`src/rtl/fetch_pkg.sv`:
```
// Shared fetch-side types: FSM states, slot payload struct, and bus constants.
package fetch_pkg;

    typedef enum logic [1:0] {
        ST_REQ  = 2'd0,
        ST_WAIT = 2'd1,
        ST_PUSH = 2'd2
    } fetch_state_t;

    localparam int          INST_W        = 64;
    localparam logic [31:0] DW_ALIGN_MASK = 32'hFFFF_FFF8;
    localparam int          INST_ERR_BIT  = 32;

    typedef struct packed {
        logic [31:0]       pc;
        logic [31:0]       npc;
        logic [INST_W-1:0] inst;
        logic              valid;
    } slot_t;

    // Instruction word in the low half, fault flag above it, rest zero.
    function automatic logic [INST_W-1:0] make_inst(input logic [31:0] word, input logic err);
        logic [INST_W-1:0] r;
        r               = '0;
        r[31:0]         = word;
        r[INST_ERR_BIT] = err;
        return r;
    endfunction

endpackage

```
`src/rtl/fetch_split.sv`:
```
// Combinational splitter: one fetched doubleword into up to two sequential slots.
// Zero latency; no flow control of its own.
module fetch_split
    import fetch_pkg::*;
(
    input  logic [31:0] pc,
    input  logic [63:0] data,
    input  logic        err,
    output slot_t       slot1,
    output slot_t       slot2,
    output logic [31:0] next_pc
);

    always_comb begin
        slot1       = '0;
        slot2       = '0;
        next_pc     = pc + 32'd8;
        slot1.pc    = pc;
        slot1.npc   = pc + 32'd4;
        slot1.valid = 1'b1;
        if (!pc[2]) begin
            slot1.inst  = make_inst(data[31:0], err);
            slot2.pc    = pc + 32'd4;
            slot2.npc   = pc + 32'd8;
            slot2.inst  = make_inst(data[63:32], err);
            slot2.valid = 1'b1;
        end else begin
            // Entering mid-doubleword: only the upper word belongs to this fetch.
            slot1.inst = make_inst(data[63:32], err);
            next_pc    = pc + 32'd4;
        end
    end

endmodule

```
`src/rtl/fetch_dual.sv`:
```
// Dual-slot fetch: one doubleword request at a time, split into two IBU pushes.
// Latency: request + memory latency + one capture cycle; holds in PUSH while ibu_full.
module fetch_dual #(
    parameter logic [31:0] RESET_PC = 32'h8000_0000,
    parameter int          INST_W   = 64
) (
    input  logic              clk,
    input  logic              rst,
    input  logic              is_flush,
    input  logic [31:0]       flush_pc,
    input  logic              ibu_full,
    output logic              imem_req_valid,
    input  logic              imem_req_ready,
    output logic [31:0]       imem_req_addr,
    input  logic              imem_resp_valid,
    input  logic [63:0]       imem_resp_data,
    input  logic              imem_resp_err,
    output logic [31:0]       pc_out1,
    output logic [31:0]       npc_out1,
    output logic [INST_W-1:0] inst_out1,
    output logic              receive_flag1,
    output logic [31:0]       pc_out2,
    output logic [31:0]       npc_out2,
    output logic [INST_W-1:0] inst_out2,
    output logic              receive_flag2
);
    import fetch_pkg::*;

    fetch_state_t state;
    logic [31:0]  fetch_pc;
    logic [31:0]  next_pc_q;
    logic         drop;
    logic         req_vld_q;
    logic [31:0]  req_addr_q;
    slot_t        slot1_q;
    slot_t        slot2_q;

    slot_t        sp_slot1;
    slot_t        sp_slot2;
    logic [31:0]  sp_next_pc;
    logic [31:0]  flush_tgt;
    logic         hs;
    logic         push;

    fetch_split u_split (
        .pc      (fetch_pc),
        .data    (imem_resp_data),
        .err     (imem_resp_err),
        .slot1   (sp_slot1),
        .slot2   (sp_slot2),
        .next_pc (sp_next_pc)
    );

    assign flush_tgt = flush_pc & 32'hFFFF_FFFC;
    assign hs        = req_vld_q & imem_req_ready;
    assign push      = (state == ST_PUSH) & ~ibu_full & ~is_flush;

    always_ff @(posedge clk or negedge rst) begin
        if (!rst) begin
            state      <= ST_REQ;
            fetch_pc   <= RESET_PC;
            next_pc_q  <= '0;
            drop       <= 1'b0;
            req_vld_q  <= 1'b0;
            req_addr_q <= '0;
            slot1_q    <= '0;
            slot2_q    <= '0;
        end else begin
            case (state)
                ST_REQ: begin
                    if (is_flush) begin
                        fetch_pc <= flush_tgt;
                        if (hs) begin
                            // Request already left: its response must be swallowed.
                            drop      <= 1'b1;
                            req_vld_q <= 1'b0;
                            state     <= ST_WAIT;
                        end else begin
                            req_vld_q  <= 1'b1;
                            req_addr_q <= flush_tgt & DW_ALIGN_MASK;
                        end
                    end else if (hs) begin
                        req_vld_q <= 1'b0;
                        state     <= ST_WAIT;
                    end else begin
                        req_vld_q  <= 1'b1;
                        req_addr_q <= fetch_pc & DW_ALIGN_MASK;
                    end
                end
                ST_WAIT: begin
                    if (is_flush) begin
                        fetch_pc <= flush_tgt;
                        if (imem_resp_valid) begin
                            drop       <= 1'b0;
                            state      <= ST_REQ;
                            req_vld_q  <= 1'b1;
                            req_addr_q <= flush_tgt & DW_ALIGN_MASK;
                        end else begin
                            drop <= 1'b1;
                        end
                    end else if (imem_resp_valid) begin
                        if (drop) begin
                            drop       <= 1'b0;
                            state      <= ST_REQ;
                            req_vld_q  <= 1'b1;
                            req_addr_q <= fetch_pc & DW_ALIGN_MASK;
                        end else begin
                            slot1_q   <= sp_slot1;
                            slot2_q   <= sp_slot2;
                            next_pc_q <= sp_next_pc;
                            state     <= ST_PUSH;
                        end
                    end
                end
                ST_PUSH: begin
                    if (is_flush) begin
                        fetch_pc   <= flush_tgt;
                        state      <= ST_REQ;
                        req_vld_q  <= 1'b1;
                        req_addr_q <= flush_tgt & DW_ALIGN_MASK;
                    end else if (!ibu_full) begin
                        fetch_pc   <= next_pc_q;
                        state      <= ST_REQ;
                        req_vld_q  <= 1'b1;
                        req_addr_q <= next_pc_q & DW_ALIGN_MASK;
                    end
                end
                default: begin
                    state     <= ST_REQ;
                    req_vld_q <= 1'b0;
                end
            endcase
        end
    end

    assign imem_req_valid = req_vld_q;
    assign imem_req_addr  = req_addr_q;
    assign receive_flag1  = push & slot1_q.valid;
    assign receive_flag2  = push & slot2_q.valid;
    assign pc_out1        = slot1_q.pc;
    assign npc_out1       = slot1_q.npc;
    assign inst_out1      = slot1_q.inst;
    assign pc_out2        = slot2_q.pc;
    assign npc_out2       = slot2_q.npc;
    assign inst_out2      = slot2_q.inst;

endmodule

```
`config.mk`:
```
export PLATFORM = sky130hd
export DESIGN_NAME = fetch_dual
export DESIGN_NICKNAME = d
export VERILOG_FILES = /design/src/rtl/fetch_pkg.sv /design/src/rtl/fetch_split.sv /design/src/rtl/fetch_dual.sv
export SDC_FILE = /design/constraint.sdc
export NUM_CORES = 1
export LEC_CHECK = 0
export CAP_MARGIN = 15
export CORE_UTILIZATION = 30
export CTS_BUF_LIST = sky130_fd_sc_hd__clkbuf_8
export CTS_CLUSTER_SIZE = 20
export DETAILED_ROUTE_END_ITERATION = 6
export PLACE_DENSITY = 0.54
export SKIP_CTS_REPAIR_TIMING = 1
export SLEW_MARGIN = 5
export SYNTH_ARGS = -nofsm -noshare
export SYNTH_HDL_FRONTEND = slang
export SYNTH_HIERARCHICAL = 1
export SYNTH_SLANG_ARGS = --single-unit
```
`constraint.sdc`:
```
create_clock -name clk -period 3.1 [get_ports clk]
set_input_delay 0.62 -clock clk [delete_from_list [all_inputs] [get_ports clk]]
set_output_delay 0.62 -clock clk [all_outputs]
set_load 0.005 [all_outputs]
```
After elaboration in Yosys (flattened, before gate mapping)
Cells that the tools add are included.
{"block": "word_totals", "wordCells": 84, "output_inout_bits": 291, "register_bits": 327}
{"block": "op_classes", "n_eq_ne": 10, "n_addsub": 2, "muxes": 39, "bitwise_logic": 8, "reduce_logical": 11}
{"op": "$mux 32", "n": 14}
{"op": "$mux 129", "n": 1}
{"op": "$pmux 32 s3", "n": 1}
{"op": "$pmux 32 s2", "n": 1}
{"op": "$add 32x3->32 const B", "n": 1}
{"op": "$add 32x4->32 const B", "n": 1}
{"op": "$mux 2", "n": 7}
{"op": "$mux 1", "n": 12}
{"op": "$ne 3x3->1 const B", "n": 3}
{"op": "$reduce_and 3->1", "n": 3}
{"op": "$ne 2x2->1 const B", "n": 4}
{"op": "$reduce_and 4->1", "n": 2}
{"op": "$pmux 2 s3", "n": 1}
{"op": "$and 1x1->1", "n": 5}
{"op": "$reduce_and 5->1", "n": 1}
{"op": "$reduce_bool 2->1", "n": 2}
{"op": "$not 1->1", "n": 3}
{"op": "$pmux 1 s3", "n": 1}
{"op": "$reduce_bool 3->1", "n": 1}
{"op": "$eq 2x1->1 const B", "n": 1}
{"op": "$eq 2x2->1 const B", "n": 1}
{"op": "$logic_not 2->1", "n": 1}
{"op": "$ne 2x1->1 const B", "n": 1}
{"op": "$pmux 1 s2", "n": 1}
{"op": "$reduce_or 2->1", "n": 1}

Depth between registers and ports, before layout
{"block": "logic_depth", "depth_word": 4, "ltp_mapped": 9, "depth_no_buf": 6}

Modules after synthesis
Netlist, hierarchy kept.
{"mod": "fetch_dual", "cells_each": 1208, "area_each_um2": 16201.8, "n_inst": 1}
{"mod": "fetch_split", "cells_each": 473, "area_each_um2": 3370.7, "n_inst": 1}

Worst setup path before layout
OpenSTA, ideal clock, no wires.
{"block": "synth_timing", "path_kind": "input to register", "from": "in is_flush", "to": "reg slot1_q (netlist bit inst_out1[25])", "stages": 7, "t_required_ps": 2975, "n_path_buf": 4, "slack_ps": 856, "arrival_ps": 2120, "path_cell_list": "buf_4 -> nor3b_1 -> and2_1 -> buf_2 -> buf_4 -> buf_6 -> mux2_2"}
{"block": "synth_via", "elab_chain_len": 2}
{"element": "start: declaration", "line": "fetch_dual.sv:9", "source": "input logic is_flush,"}
{"element": "$not 1->1 (no source line)"}
{"element": "$reduce_and 4->1 (no source line)"}
{"element": "end signal: assignment", "line": "fetch_dual.sv:108", "source": "slot1_q <= sp_slot1;"}
{"element": "end: declaration", "line": "fetch_dual.sv:35", "source": "slot_t slot1_q;"}
No other way between the ends.
A chain may end at the register's enable or synchronous reset.

Worst setup path in the final report
{"block": "layout_timing", "from": "reg state[0]", "to": "out receive_flag2"}
{"block": "layout_via", "elab_chain_len": 4}
{"element": "start: declaration", "line": "fetch_dual.sv:29", "source": "fetch_state_t state;"}
{"element": "start signal: assignment", "line": "fetch_dual.sv:60", "source": "state <= ST_REQ;"}
{"element": "start signal: assignment", "line": "fetch_dual.sv:77", "source": "state <= ST_WAIT;"}
{"element": "start signal: assignment", "line": "fetch_dual.sv:84", "source": "state <= ST_WAIT;"}
{"element": "$eq 2x2->1", "line": "fetch_dual.sv:56", "source": "assign push = (state == ST_PUSH) & ~ibu_full & ~is_flush;"}
{"element": "$and 1x1->1 (2 in a row)", "line": "fetch_dual.sv:56"}
{"element": "$and 1x1->1", "line": "fetch_dual.sv:139", "source": "assign receive_flag2 = push & slot2_q.valid;"}
{"element": "end: declaration", "line": "fetch_dual.sv:25", "source": "output logic receive_flag2"}
No other way between the ends.

==> results by group <==
Hold path
  • Hold Path Depth: 1
  • Hold Path Class: reg2reg
  • HP Start: inst_out1[34]$_DFFE_PN0P_

Clock network
  • H-tree depth: 3
  • Num CTS Buffers: 70
  • Clock slew at reported path FFs: ~0.060 ns
  • TritonCTS clock tree: built
  • Clk_lat worst skew: roughly 0.65 ns
  • Clk root buf: clkbuf_8
  • CTS Sinks: around 360
  • Clk buf depth: 3

Synth
  • Mux cell area share after synthesis: between 20% and 30%
  • Synth warn: 6
  • Post-synth EDFFs: 0
  • Largest family of logic cells by synthesized area: multiplexers
  • Register bit count reported by yosys: approximately 360
  • Mean Syn Cell Area: roughly 12 um^2
  • Top_reg_cell synth: dfrtp_1
  • Post-synthesis simple-gate area fraction: roughly 7.4%
  • Mapped cell area: about 0.02 mm^2
  • Cell variety after synth: 50
  • Register area share after synthesis: between 40% and 50%
  • Async S/R FF share, synth: 100.0%
  • Synth Area in Adders: 0.7032%
  • Compound-Gate Fraction of Synth Area: about 2.2%
  • Syn Inst Count: between 1,500 and 2,000
  • XOR/XNOR share of the synthesized area: under 10%

Floorplan
  • Die Wd: around 260 um
  • DIE HEIGHT: 257.4 um
  • Number of cell rows: 93
  • Die area: 0.06627 mm^2
  • Total core area: ~0.064 mm^2
  • Io pins: between 300 and 400
  • Initial Util: 30.36%

Critical path
  • Delay-heaviest family, CP: buffers and inverters
  • CP endpoint kind: output port
  • Critical path type: reg2out
  • Critical path startpoint: state[0]$_DFFE_PN0P_
  • Critical path arrival: between 2 and 2.5 ns
  • Startpoint class of the critical path: register
  • Critical path required time: 2.48 ns
  • Worst-path cell chain: inv_2, ha_1, nand2b_2, nor3b_1, clkdlybuf4s50_1
  • FF-to-FF Start: fetch_pc[3]$_DFFE_PN0P_
  • Register-to-Register Path Depth: 7
  • Slowest stage delay, CP: ~0.53 ns
  • CP max-delay cell: clkdlybuf4s50_1
  • CP max FO: 5
  • Worst path bufs/invs: 2
  • Critical path depth: 5

Drt
  • Final ANT Viol Nets: 0
  • Iter 0 DRT Violations: around 480
  • Final WL: about 51,000 um
  • Via count: between 10,000 and 15,000
  • # DRC: 0
  • WL/cell: roughly 19 um
  • Post-DR vias/cell: between 4 and 5
  • Drt pass-1 iters: 5

Pwr
  • P_leak: about 10 nW
  • Peak VDD IR: between 300 and 400 uV
  • Cell Pwr Density: ~830 mW/mm^2

Timing
  • RSZ-0062 raised after global routing: no
  • Worst-margin pin slew: ~0.63 ns
  • Max-slew violation count: 0
  • Highest Clock Rate: 0.3408 GHz
  • Clk_skew: 0.03317 ns
  • Final WS setup: about 0.17 ns
  • Hold Fails Final Rpt: 0
  • Tcrit/Tclk final: between 90 and 100%
  • Endpoints failing setup: 0
  • Fin crit period: just under 3 ns
  • Max-slew headroom: 57.99%
  • Setup TNS: 0 ns

Run status
  • Outcome: finished clean

Place
  • Placer Congestion: around 0.8
  • Hpwl dp: between 30,000 and 40,000 um
  • Pre-CTS setup slack: 0.3125 ns
  • I/O Buffers: around 390

GRT
  • Initial antenna violation count: 2
  • Total GRT Usage: 15.36%
  • Vias in the first global route: around 12,000
  • Global-route wire length before repair: 77,250 um
  • Largest net degree at the start of global routing: between 70 and 80
  • GR Overflow Total: 0

Cells and area
  • Most frequent cells in the layout: clkdlybuf4s50_1, mux2_2, dfrtp_1, nand2_1, clkbuf_8
  • Layout cells sized above 1: roughly 29%
  • Commonest non-fill, non-tap cell in the layout: clkdlybuf4s50_1
  • Area growth syn-to-layout: 19.97%
  • Nets@finish: 1,907

Job
  • Total of max-cap violations: 0
## sequential cells by signal, summed over array words and instances, names as in the netlist, 2 cells and up
name	flops
fetch_pc	32
imem_req_addr	29
inst_out1	64
inst_out2	64
next_pc_q	32
npc_out1	32
npc_out2	32
pc_out1	32
pc_out2	32
state	2
## area by class of cell
type | count | area [um^2]
clock inverters | 39 | 271.5
well taps | 855 | 1070
inverters | 7 | 26.28
fillers | 6412 | 40980
repair buffers | 438 | 4437
multi-input cells | 921 | 7641
diodes | 2 | 5.005
flip-flops and latches | 355 | 8889
clock buffers | 83 | 1142
## cell usage after synthesis (17+ instances only)
cell type | instances | share of area, %
buf_4 | 373 | 14
xor2_1 | 34 | 1.5
mux2i_1 | 68 | 3.5
nor2b_1 | 54 | 1.7
and2_1 | 17 | 0.54
nand4_1 | 18 | 0.58
clkbuf_1 | 31 | 0.59
mux2_2 | 353 | 20
nand2_1 | 88 | 1.7
dfrtp_1 | 354 | 45
buf_2 | 37 | 0.95
nor2_1 | 37 | 0.71
o21ai_0 | 64 | 1.6
xnor2_1 | 25 | 1.1
## path summary, 6_finish.rpt
| path | slack (ns) | to |
|---|---|---|
| worst min-delay path | 0.50 | inst_out1[34]$_DFFE_PN0P_ |
| worst min register to register | 0.50 | inst_out1[34]$_DFFE_PN0P_ |
| min in group asynchronous | 0.54 | inst_out2[47]$_DFFE_PN0P_ |
| worst max-delay path | 0.17 | receive_flag2 |
| max in group asynchronous | 1.72 | inst_out1[55]$_DFFE_PN0P_ |
| worst max register to register | 0.30 | next_pc_q[26]$_DFFE_PN0P_ |
## cells by family (layout without fill, tap and decap cells)
family          after synthesis  count (layout)
fa+ha+maj                    11              11
xor+xnor                     59              59
mux                         432             432
compound gates               80              80
flops                       355             355
other cells                   3              70
buf+inv                     470             567
simple gates                271             271
## layer usage
layer | vias up | part of all wire [%] | global-route usage, %
li1 | 5460 | - | -
met1 | 5919 | 42 | 18.62
met2 | 294 | 49 | 25.37
met3 | 90 | 6.8 | 4.659
met4 | 0 | 2.8 | 6.114
met5 | - | 0 | 0
## where the power goes
group | switching [W] | total (W) | internal [W]
Sequential | 0.00110 | 0.00741 | 0.00631
Clock | 0.00215 | 0.00484 | 0.00269
Combinational | 0.00274 | 0.00722 | 0.00448
## metrics by stage
step                area, um^2  hold slack [ns]  util [%]  std cells  power, W
global placement         22050           0.4846     34.20       2575   0.01468
CTS                      23460         -0.08997     36.39       2697   0.01990
detailed placement       22050           0.4926     34.20       2575   0.01485
global route             23480           0.5144     36.42       2699   0.02071
finish                   23480           0.5027     36.43       2700   0.01947
floorplan                19820           0.3244         -       1746   0.01226
(Power assumes the default switching activity.)
